### src/rtl/pic_pkg.sv
// Shared definitions for the 8259-style PIC control path.
// Holds the INTA sequencer FSM encoding, the spurious vector level,
// the reset value of last_serviced, and one-hot <-> index helpers
// that both the resolver and the sequencer use.
// No ports (package).
package pic_pkg;

    typedef enum logic [2:0] {
        ST_IDLE  = 3'd0,
        ST_REQ   = 3'd1,
        ST_ACK1  = 3'd2,
        ST_WAIT2 = 3'd3,
        ST_ACK2  = 3'd4
    } state_e;

    localparam logic [2:0] SPURIOUS_LEVEL    = 3'd7;
    localparam logic [7:0] LAST_SERVICED_RST = 8'h80;

    // Index of the lowest set bit; 0 when nothing is set.
    function automatic logic [2:0] onehot2idx(input logic [7:0] oh);
        logic [2:0] idx;
        idx = '0;
        for (int i = 7; i >= 0; i--) begin
            if (oh[i]) idx = 3'(i);
        end
        return idx;
    endfunction

    function automatic logic [7:0] idx2onehot(input logic [2:0] idx);
        return 8'b1 << idx;
    endfunction

endpackage

### src/rtl/isr_highest_pick.sv
// Combinational selector of the highest-priority In-Service bit.
// Priority rotates: the level just after last_serviced is highest,
// wrapping round, so last_serviced itself is lowest.
// Ports:
//   is_status_i      in  8  current ISR contents
//   last_serviced_i  in  8  one-hot, last level cleared by EOI
//   pick_o           out 8  one-hot of the winning ISR bit, 0 if ISR empty
module isr_highest_pick
    import pic_pkg::*;
(
    input  logic [7:0] is_status_i,
    input  logic [7:0] last_serviced_i,
    output logic [7:0] pick_o
);

    logic [2:0] last_idx;
    logic [2:0] idx;
    logic       found;

    always_comb begin
        pick_o   = '0;
        found    = 1'b0;
        idx      = '0;
        last_idx = onehot2idx(last_serviced_i);
        // Walk k = 1..8 positions past last_serviced; k = 8 wraps onto itself.
        for (int k = 1; k <= 8; k++) begin
            idx = last_idx + 3'(k);
            if (!found && is_status_i[idx]) begin
                pick_o = idx2onehot(idx);
                found  = 1'b1;
            end
        end
    end

endmodule

### src/rtl/inta_sequencer.sv
// INTA sequencer of the 8259 PIC: raises INT for the resolver's winner,
// runs the two-pulse 8086 acknowledge, owns the ISR, drives the vector
// and executes EOI commands.
// Optional feature: define AEOI_EN to add aeoi_mode (automatic EOI at
// the end of the second INTA pulse).
// Ports:
//   clk, rst_n      clock / asynchronous active-low reset
//   priority_i  8   one-hot winner from resolver (0 = none)
//   inta_n      1   CPU acknowledge, active-low, asynchronous
//   icw2_base   5   vector base T7..T3
//   rotate_on_eoi 1 update last_serviced on each effective EOI
//   eoi_cmd, eoi_specific, eoi_level  EOI command strobe and operands
//   aeoi_mode   1   (AEOI_EN only) automatic EOI enable
//   int_o       1   interrupt request to CPU
//   is_status   8   ISR contents
//   last_serviced 8 one-hot, last level cleared by EOI
//   clr_irr     8   one-cycle pulse clearing the acknowledged IRR bit
//   vector_o    8   {icw2_base, level}
//   vector_oe   1   bus drive enable during the 2nd INTA
module inta_sequencer
    import pic_pkg::*;
#(
    parameter int SYNC_STAGES = 2
) (
    input  logic       clk,
    input  logic       rst_n,
    input  logic [7:0] priority_i,
    input  logic       inta_n,
    input  logic [4:0] icw2_base,
    input  logic       rotate_on_eoi,
    input  logic       eoi_cmd,
    input  logic       eoi_specific,
    input  logic [2:0] eoi_level,
`ifdef AEOI_EN
    input  logic       aeoi_mode,
`endif
    output logic       int_o,
    output logic [7:0] is_status,
    output logic [7:0] last_serviced,
    output logic [7:0] clr_irr,
    output logic [7:0] vector_o,
    output logic       vector_oe
);

    state_e                 state_q, state_d;
    logic [SYNC_STAGES-1:0] inta_sync_q;
    logic                   inta_prev_q;
    logic                   inta_fall, inta_rise;

    logic [2:0] level_q, level_d;
    logic       int_q, int_d;
    logic [7:0] isr_q, isr_d;
    logic [7:0] last_q, last_d;
    logic [7:0] clr_q, clr_d;
    logic [7:0] vec_q, vec_d;
    logic       vec_oe_q, vec_oe_d;

    logic [7:0] set_mask, eoi_mask, aeoi_mask, nsp_pick;
    logic [7:0] eoi_cleared, aeoi_cleared;

    // Edges are taken on the last synchroniser flop against one more flop,
    // so the registered action lands SYNC_STAGES+1 clocks after the pin.
    assign inta_fall = inta_prev_q & ~inta_sync_q[SYNC_STAGES-1];
    assign inta_rise = ~inta_prev_q & inta_sync_q[SYNC_STAGES-1];

    isr_highest_pick u_pick (
        .is_status_i     (isr_q),
        .last_serviced_i (last_q),
        .pick_o          (nsp_pick)
    );

    // State register
    always_ff @(posedge clk or negedge rst_n) begin
        if (!rst_n) begin
            state_q <= ST_IDLE;
        end else begin
            state_q <= state_d;
        end
    end

    // Next-state logic
    always_comb begin
        state_d = state_q;
        case (state_q)
            ST_IDLE:  if (priority_i != '0) state_d = ST_REQ;
            ST_REQ: begin
                // A fall wins over a vanished request: that is the spurious case.
                if (inta_fall)               state_d = ST_ACK1;
                else if (priority_i == '0)   state_d = ST_IDLE;
            end
            ST_ACK1:  if (inta_rise) state_d = ST_WAIT2;
            ST_WAIT2: if (inta_fall) state_d = ST_ACK2;
            ST_ACK2:  if (inta_rise) state_d = ST_IDLE;
            default:  state_d = ST_IDLE;
        endcase
    end

`ifdef AEOI_EN
    logic spurious_q;

    always_ff @(posedge clk or negedge rst_n) begin
        if (!rst_n) begin
            spurious_q <= 1'b0;
        end else if (state_q == ST_REQ && inta_fall) begin
            spurious_q <= (priority_i == '0);
        end
    end
`endif

    // Output / datapath next values
    always_comb begin
        level_d   = level_q;
        int_d     = (state_d == ST_REQ);
        set_mask  = '0;
        vec_d     = vec_q;
        vec_oe_d  = vec_oe_q;
        eoi_mask  = '0;
        aeoi_mask = '0;

        if (state_q == ST_REQ && inta_fall) begin
            if (priority_i == '0) begin
                level_d = SPURIOUS_LEVEL;
            end else begin
                level_d  = onehot2idx(priority_i);
                set_mask = idx2onehot(level_d);
            end
        end
        clr_d = set_mask;

        if (state_q == ST_WAIT2 && inta_fall) begin
            vec_d    = {icw2_base, level_q};
            vec_oe_d = 1'b1;
        end
        if (state_q == ST_ACK2 && inta_rise) begin
            vec_oe_d = 1'b0;
`ifdef AEOI_EN
            if (aeoi_mode && !spurious_q) aeoi_mask = idx2onehot(level_q);
`endif
        end

        if (eoi_cmd) begin
            eoi_mask = eoi_specific ? idx2onehot(eoi_level) : nsp_pick;
        end

        // A bit being set this cycle is not counted as cleared: set wins.
        eoi_cleared  = eoi_mask  & isr_q & ~set_mask;
        aeoi_cleared = aeoi_mask & isr_q & ~set_mask;
        isr_d = (isr_q & ~(eoi_mask | aeoi_mask)) | set_mask;

        last_d = last_q;
        if (rotate_on_eoi) begin
            if (eoi_cleared != '0)       last_d = eoi_cleared;
            else if (aeoi_cleared != '0) last_d = aeoi_cleared;
        end
    end

    // Output and datapath registers
    always_ff @(posedge clk or negedge rst_n) begin
        if (!rst_n) begin
            inta_sync_q <= '1;
            inta_prev_q <= 1'b1;
            level_q     <= '0;
            int_q       <= 1'b0;
            isr_q       <= '0;
            last_q      <= LAST_SERVICED_RST;
            clr_q       <= '0;
            vec_q       <= '0;
            vec_oe_q    <= 1'b0;
        end else begin
            inta_sync_q <= {inta_sync_q[SYNC_STAGES-2:0], inta_n};
            inta_prev_q <= inta_sync_q[SYNC_STAGES-1];
            level_q     <= level_d;
            int_q       <= int_d;
            isr_q       <= isr_d;
            last_q      <= last_d;
            clr_q       <= clr_d;
            vec_q       <= vec_d;
            vec_oe_q    <= vec_oe_d;
        end
    end

    assign int_o         = int_q;
    assign is_status     = isr_q;
    assign last_serviced = last_q;
    assign clr_irr       = clr_q;
    assign vector_o      = vec_q;
    assign vector_oe     = vec_oe_q;

endmodule

### config.mk
export PLATFORM = sky130hd
export DESIGN_NAME = inta_sequencer
export DESIGN_NICKNAME = d
export VERILOG_FILES = /design/src/rtl/pic_pkg.sv /design/src/rtl/isr_highest_pick.sv /design/src/rtl/inta_sequencer.sv
export SDC_FILE = /design/constraint.sdc
export NUM_CORES = 1
export LEC_CHECK = 0
export BUFFER_PORTS_ARGS = -buffer_cell sky130_fd_sc_hd__buf_2
export CAP_MARGIN = 20
export CORE_MARGIN = 4
export CORE_UTILIZATION = 40
export DETAILED_ROUTE_END_ITERATION = 6
export GPL_ROUTABILITY_DRIVEN = 0
export MAX_ROUTING_LAYER = met4
export PLACE_DENSITY = 0.68
export SETUP_SLACK_MARGIN = 0.15
export SYNTH_ARGS = -nofsm -noshare
export SYNTH_HDL_FRONTEND = slang
export SYNTH_SLANG_ARGS = --single-unit
### constraint.sdc
create_clock -name clk -period 4.2 [get_ports clk]
set_clock_uncertainty 0.05 [all_clocks]
set_input_delay 0.63 -clock clk [delete_from_list [all_inputs] [get_ports clk]]
set_output_delay 0.63 -clock clk [all_outputs]
set_load 0.03 [all_outputs]
# Word level (Yosys, flattened, before mapping)
# Cells that the tools add are included.
classes:
  bitwise_logic: 10
  muxes: 63
  order_cmp: 8
  n_reduce_logical: 23
  shifts: 10
  add_sub_neg: 7
  n_eq_ne: 5
op_table:
  columns: ["operator", "count"]
  rows:
  - ["2-to-1 mux 8 bit", 12]
  - ["left shift 1 x 3 -> 8 bit (first input constant)", 10]
  - ["2-to-1 mux 3 bit", 25]
  - ["< comparator 3 x 4 -> 1 bit (second input constant)", 8]
  - ["AND 8 bit", 3]
  - ["binary-select mux 1 bit (select 3 bit)", 8]
  - ["2-to-1 mux 1 bit", 17]
  - ["NOT 8 bit", 2]
  - ["nonzero test 8 bit", 2]
  - ["one-hot mux 3 bit (5 select lines)", 1]
  - ["adder 3 bit (second input constant)", 4]
  - ["logical AND 1 bit", 10]
  - ["logical NOT 8 bit", 1]
  - ["OR 8 bit", 1]
  - ["logical NOT 1 bit", 7]
  - ["adder 3 x 2 -> 3 bit (second input constant)", 2]
  - ["== test 3 x 1 -> 1 bit (second input constant)", 2]
  - ["== test 3 x 2 -> 1 bit (second input constant)", 2]
  - ["adder 3 x 1 -> 3 bit (second input constant)", 1]
  - ["== test 3 bit (second input constant)", 1]
  - ["logical NOT 3 bit", 1]
  - ["AND 1 bit", 2]
  - ["NOT 1 bit", 2]
  - ["AND reduction 2 bit", 1]
  - ["nonzero test 2 bit", 1]
word_totals:
  out_inout_bits: 34
  wordCells: 136
  in_bits: 22
  reg_bits: 43

# Longest topological paths before layout
depth:
  ltp_word: 39
  mapped_depth: 19
  ltp_nobuf: 17

# Hierarchy
# A second synthesis with hierarchy kept.
hier_totals:
  hier_cells: 407
  area_unflattened_um2: 3753.6
by_module_without_submodules:
  columns: ["module", "n_inst", "seq_area_each_um2", "area_per_inst_um2", "cells_each"]
  rows:
  - ["inta_sequencer", 1, 1081.0, 2109.5, 194]
  - ["isr_highest_pick", 1, 0.0, 1644.1, 213]

# Least setup slack after synthesis
# Ideal clock, no wire load.
synth_path:
  path_type: "reg-to-reg"
  start: "register last_q[2] (netlist: last_serviced[2])"
  end: "register last_q[3] (netlist: last_serviced[3])"
  period_less_slack_ns: 4.414
  setup_ns: 0.121
  path_stages_with_launch: 16
  t_required_ns: 4.029
  n_path_buf: 1
  t_arrival_ns: 4.243
  slack_ns: -0.214
  path_cell_list: "dfrtp_1 > nor2_2 > o31ai_1 > nand2_1 > clkbuf_1 > ha_1 > xor2_4 > mux4_2 > mux2i_4 > and3_4 > nor4b_4 > nand2_1 > a41o_1 > nor3_2 > o41ai_1 > a22o_1"
synth_between:
  elab_chain_len: 34
  word_cells_on_any_way: 69
  classes_between: "add/sub: 7; shift: 8; mux: 36; bitwise: 2; reduce/logical: 16"
synth_lines:
  columns: ["item", "line", "text"]
  rows:
  - ["start: declaration", "inta_sequencer.sv:53", "logic [7:0] last_q, last_d;"]
  - ["start signal: assignment", "inta_sequencer.sv:175", "last_q <= last_d;"]
  - ["2-to-1 mux 3 bit (*) (3 in a row)", "pic_pkg.sv:24", "if (oh[i]) idx = 3'(i);"]
  - ["adder 3 x 1 -> 3 bit", "isr_highest_pick.sv:27", "idx = last_idx + 3'(k);"]
  - ["binary-select mux 1 bit (select 3 bit)", "isr_highest_pick.sv:28", "if (!found && is_status_i[idx]) begin"]
  - ["2-to-1 mux 1 bit (implied by the code)", "isr_highest_pick.sv:28", null]
  - ["2-to-1 mux 1 bit", "isr_highest_pick.sv:28", null]
  - ["logical NOT 1 bit", "isr_highest_pick.sv:28", null]
  - ["logical AND 1 bit", "isr_highest_pick.sv:28", null]
  - ["2-to-1 mux 1 bit", "isr_highest_pick.sv:28", null]
  - ["[... 15 more ...]", null, null]
  - ["logical NOT 1 bit", "isr_highest_pick.sv:28", null]
  - ["logical AND 1 bit", "isr_highest_pick.sv:28", null]
  - ["2-to-1 mux 8 bit (*)", "isr_highest_pick.sv:28", null]
  - ["2-to-1 mux 8 bit (*)", "inta_sequencer.sv:142", "eoi_mask = eoi_specific ? idx2onehot(eoi_level) : nsp_pick;"]
  - ["2-to-1 mux 8 bit (*)", "inta_sequencer.sv:141", "if (eoi_cmd) begin"]
  - ["AND 8 bit (*) (2 in a row)", "inta_sequencer.sv:146", "eoi_cleared = eoi_mask & isr_q & ~set_mask;"]
  - ["nonzero test 8 bit", "inta_sequencer.sv:152", "if (eoi_cleared != '0) last_d = eoi_cleared;"]
  - ["AND reduction 2 bit (no line)", null, null]
# Every way passes the cells marked *; elsewhere a longest branch is shown, timed or not. The select of a mux whose other input is x is not followed.
# A chain may end at the register's enable or synchronous reset.

# Worst setup path in the final report
layout_path:
  start: "register last_q[7] (netlist: last_serviced[7])"
  end: "register last_q[3] (netlist: last_serviced[3])"
layout_between:
  elab_chain_len: 39
  word_cells_on_any_way: 74
  classes_between: "add/sub: 7; shift: 8; mux: 41; bitwise: 2; reduce/logical: 16"
layout_lines:
  columns: ["item", "line"]
  rows:
  - ["2-to-1 mux 3 bit (*) (8 in a row)", "pic_pkg.sv:24"]
  - ["adder 3 x 1 -> 3 bit", "isr_highest_pick.sv:27"]
  - ["binary-select mux 1 bit (select 3 bit)", "isr_highest_pick.sv:28"]
  - ["2-to-1 mux 1 bit (implied by the code)", "isr_highest_pick.sv:28"]
  - ["2-to-1 mux 1 bit", "isr_highest_pick.sv:28"]
  - ["logical NOT 1 bit", "isr_highest_pick.sv:28"]
  - ["logical AND 1 bit", "isr_highest_pick.sv:28"]
  - ["2-to-1 mux 1 bit", "isr_highest_pick.sv:28"]
  - ["[... 15 more ...]", null]
  - ["logical NOT 1 bit", "isr_highest_pick.sv:28"]
  - ["logical AND 1 bit", "isr_highest_pick.sv:28"]
  - ["2-to-1 mux 8 bit (*)", "isr_highest_pick.sv:28"]
  - ["2-to-1 mux 8 bit (*)", "inta_sequencer.sv:142"]
  - ["2-to-1 mux 8 bit (*)", "inta_sequencer.sv:141"]
  - ["AND 8 bit (*) (2 in a row)", "inta_sequencer.sv:146"]
  - ["nonzero test 8 bit", "inta_sequencer.sv:152"]
  - ["AND reduction 2 bit (no line)", null]
# Marks and branches as above.

==> out/results.ini <==
[global_route]
busiest_layer=met2
met2_usage_pct=34.8
grt_pass1_vias=3926
grt_usage_pct=21.8
grt_max_degree=44
use_met1_pct=28.0
grt_antenna_before_repair=0
grtUsageMet3_pct=3.67
grt_pass1_wl_um=19800
grt-ovfl-total=0

[route]
ant_nets=0
remaining_drc_errors=0
via_per_inst=6.21
drt_pass1_iterations=5
drt_iter0_markers=349
drt_wl_total_um=12600
wire_per_inst_um=18.9
vias=4153

[placed_design]
place_inst=641
place_area_sq_um=4740
pre_cts_slack_ns=-0.0589
portBuffers=55
dp_hpwl_um=9550

[cells_and_area]
antennaDiodeCount=0
num-nets-final=564
fillers=927
final_common_cell=buf_2
syn_to_final_growth_pct=26.8
final_cell_area_sq_um=5140
final_util_pct=52.3
final_cells=669
mostFrequentLayoutCells=55 x buf_2, 53 x buf_4, 34 x nand2_1, 34 x dfrtp_1, 20 x o21ai_0
drive_gt1_share_pct=40.5

[critical_path]
critPathRequiredTime_ns=4.38
path_class=reg -> reg
critPathTopFamily=compound AO/OA/AOI/OAI gates
crit_buf_inv=1
worst_setup_path_start_kind=register
critPathSlowestCell=dfstp_2
crit_path_cell_trace=nor2_4, o31ai_4, nand2_2, ha_4, mux2_4, mux2i_2, mux2i_2, a221oi_2, nand2_1, a311o_1, a21oi_1, o21ai_1, buf_4, and4_1, o41ai_2, a22o_1
critPathMaxFanout=5
arrival_ns=4.26
end_kind=register
critPathMostFrequentCell=mux2i_2
slowest_delay_ns=0.56

[sta]
fin_crit_ns=4.07
hold_viol_final=0
fmax_ghz=0.246
hold_slack_ns=0.314
finalMaxSlewViolations=0
rsz0062_at_grt=true
setup_viol=0
finalCritPeriodShare_pct=97.0
setup_ws_ns=0.128
relSlewSlack_pct=37.4
tightest_slew_ns=0.939

[clocking]
clk_latency_ns=0.29
numCtsBuffers=5
cts_buffer_depth=2
ctsHtreeMaxLevel=2
cts_sinks=43
tritoncts=built
cts_root_buf=clkbuf_8
clk_pin_slew_ns=0.09

[die]
initial_core_util_pct=41.3
dieWidth_um=109
dieHeight_um=109
placementRows=36
die_area_sq_um=11800
io_pins=56
coreArea_sq_um=9820

[synthesis]
syn-cell-area_sq_um=4050
synth_cell_types=78
async_reset_ff_share_pct=100
synth.avg_cell_area_sq_um=9.15
synth_fp_nets=472
yosysWarningCount=0
synth-seq-cells=43
seq_area_frac_synth_pct=26.7
synth_ff_type=dfrtp_1
synth_edf_count=0
netlist_instances=443

[power]
p_per_area_nw_per_um2=474
p_leak_uw=0.00224
peakVddDrop_uv=404

[status]
outcome=finished, final reports clean

[min_path]
hold_path_class=reg -> reg

[job]
cap_violations=0

==> worst register-to-register path, cell delays in order (launching register included) <==
cell,delay [ns]
dfstp_2,0.56
nor2_4,0.05
o31ai_4,0.22
nand2_2,0.15
ha_4,0.35
mux2_4,0.33
mux2i_2,0.19
mux2i_2,0.14
a221oi_2,0.26
nand2_1,0.21
a311o_1,0.32
a21oi_1,0.17
o21ai_1,0.11
buf_4,0.16
and4_1,0.23
o41ai_2,0.33
a22o_1,0.17
==> final timing paths <==
check	endpoint	start	cells past startpoint	slack [ns]
max	last_serviced[3]	last_serviced[7]	16	0.13
min	inta_sync_q[1]	inta_sync_q[0]	0	0.31
max reg2reg	last_serviced[3]	last_serviced[7]	16	0.13
min in group asynchronous	vector_o[7]	rst_n	1	0.42
max in group asynchronous	last_serviced[2]	rst_n	1	3.04
min reg2reg	inta_sync_q[1]	inta_sync_q[0]	0	0.31
==> cell usage after synthesis (4+ instances only) <==
cell | count | area, sq um
nand2b_1 | 4 | 25.0
nor4_1 | 5 | 31.3
a21oi_1 | 17 | 85.1
a22o_1 | 5 | 43.8
dfrtp_1 | 39 | 976
o21a_1 | 5 | 37.5
ha_1 | 7 | 87.6
and3_1 | 8 | 50.1
o31ai_1 | 4 | 30.0
a21boi_0 | 4 | 30.0
clkbuf_1 | 19 | 71.3
o21ai_1 | 6 | 30.0
nand3_1 | 21 | 105
mux2_2 | 21 | 236
a22oi_1 | 4 | 30.0
nand4_1 | 5 | 31.3
mux4_2 | 11 | 248
o211ai_1 | 6 | 45.0
nor2_1 | 20 | 75.1
a32oi_1 | 9 | 78.8
nor2b_1 | 4 | 25.0
nand3b_1 | 8 | 60.1
o21ai_0 | 24 | 120
nand2_1 | 35 | 131
a21o_1 | 6 | 45.0
a211oi_1 | 4 | 30.0
dfstp_2 | 4 | 105
a31oi_1 | 10 | 62.6
nor3_1 | 12 | 60.1
and2_1 | 10 | 62.6
inv_1 | 20 | 75.1
mux2i_1 | 13 | 130
==> layout make-up <==
type	count	area, sq um	area share (%)
multi-input cells	354	3010	58.7
flip-flops and latches	43	1090	21.2
repair buffers	109	684	13.3
well taps	133	166	3.24
inverters	22	92.6	1.80
clock buffers	5	68.8	1.34
clock inverters	3	23.8	0.463
==> what timing repair did <==
action	4_1_cts	5_1_grt
setup buffers	6	14
gates resized for setup	11	23
pin swaps	5	23
endpoints found under the setup margin	8	8
hold buffers	0	0
==> through the flow <==
| step | power [uW] | setup TNS, ns |
|---|---|---|
| finish | 2430 | 0 |
| global placement | 2000 | 0 |
| CTS | 2340 | 0 |
| floorplan | 1590 | 0 |
| detailed placement | 2030 | -0.0589 |
| global route | 2560 | -0.00199 |
==> where the power goes <==
group	internal, uW	leakage [uW]	switching (uW)
Clock	119	0.0000408	152
Combinational	646	0.00168	833
Sequential	524	0.000521	160
==> registers in the layout (all words and copies together), names as in the netlist <==
signal / count
clr_irr: 8
is_status: 8
last_serviced: 8
vector_o: 8
level_q: 3
state_q: 3
inta_sync_q: 2
int_o: 1
inta_prev_q: 1
vector_oe: 1
==> kinds of logic after synthesis <==
kind of cell | share of synthesized area (%)
simple gates | 22.3
compound gates | 25.4
mux | 16.9
buf+inv | 4.97
flops | 26.7
fa+ha+maj | 2.16
xor+xnor | 1.58
==> layer usage <==
layer,wire length [um],up-vias
li1,-,1886
met3,1160,46
met4,339,0
met5,0,-
met2,6070,242
met1,5060,1979
Power figures use the tool's default switching activity.
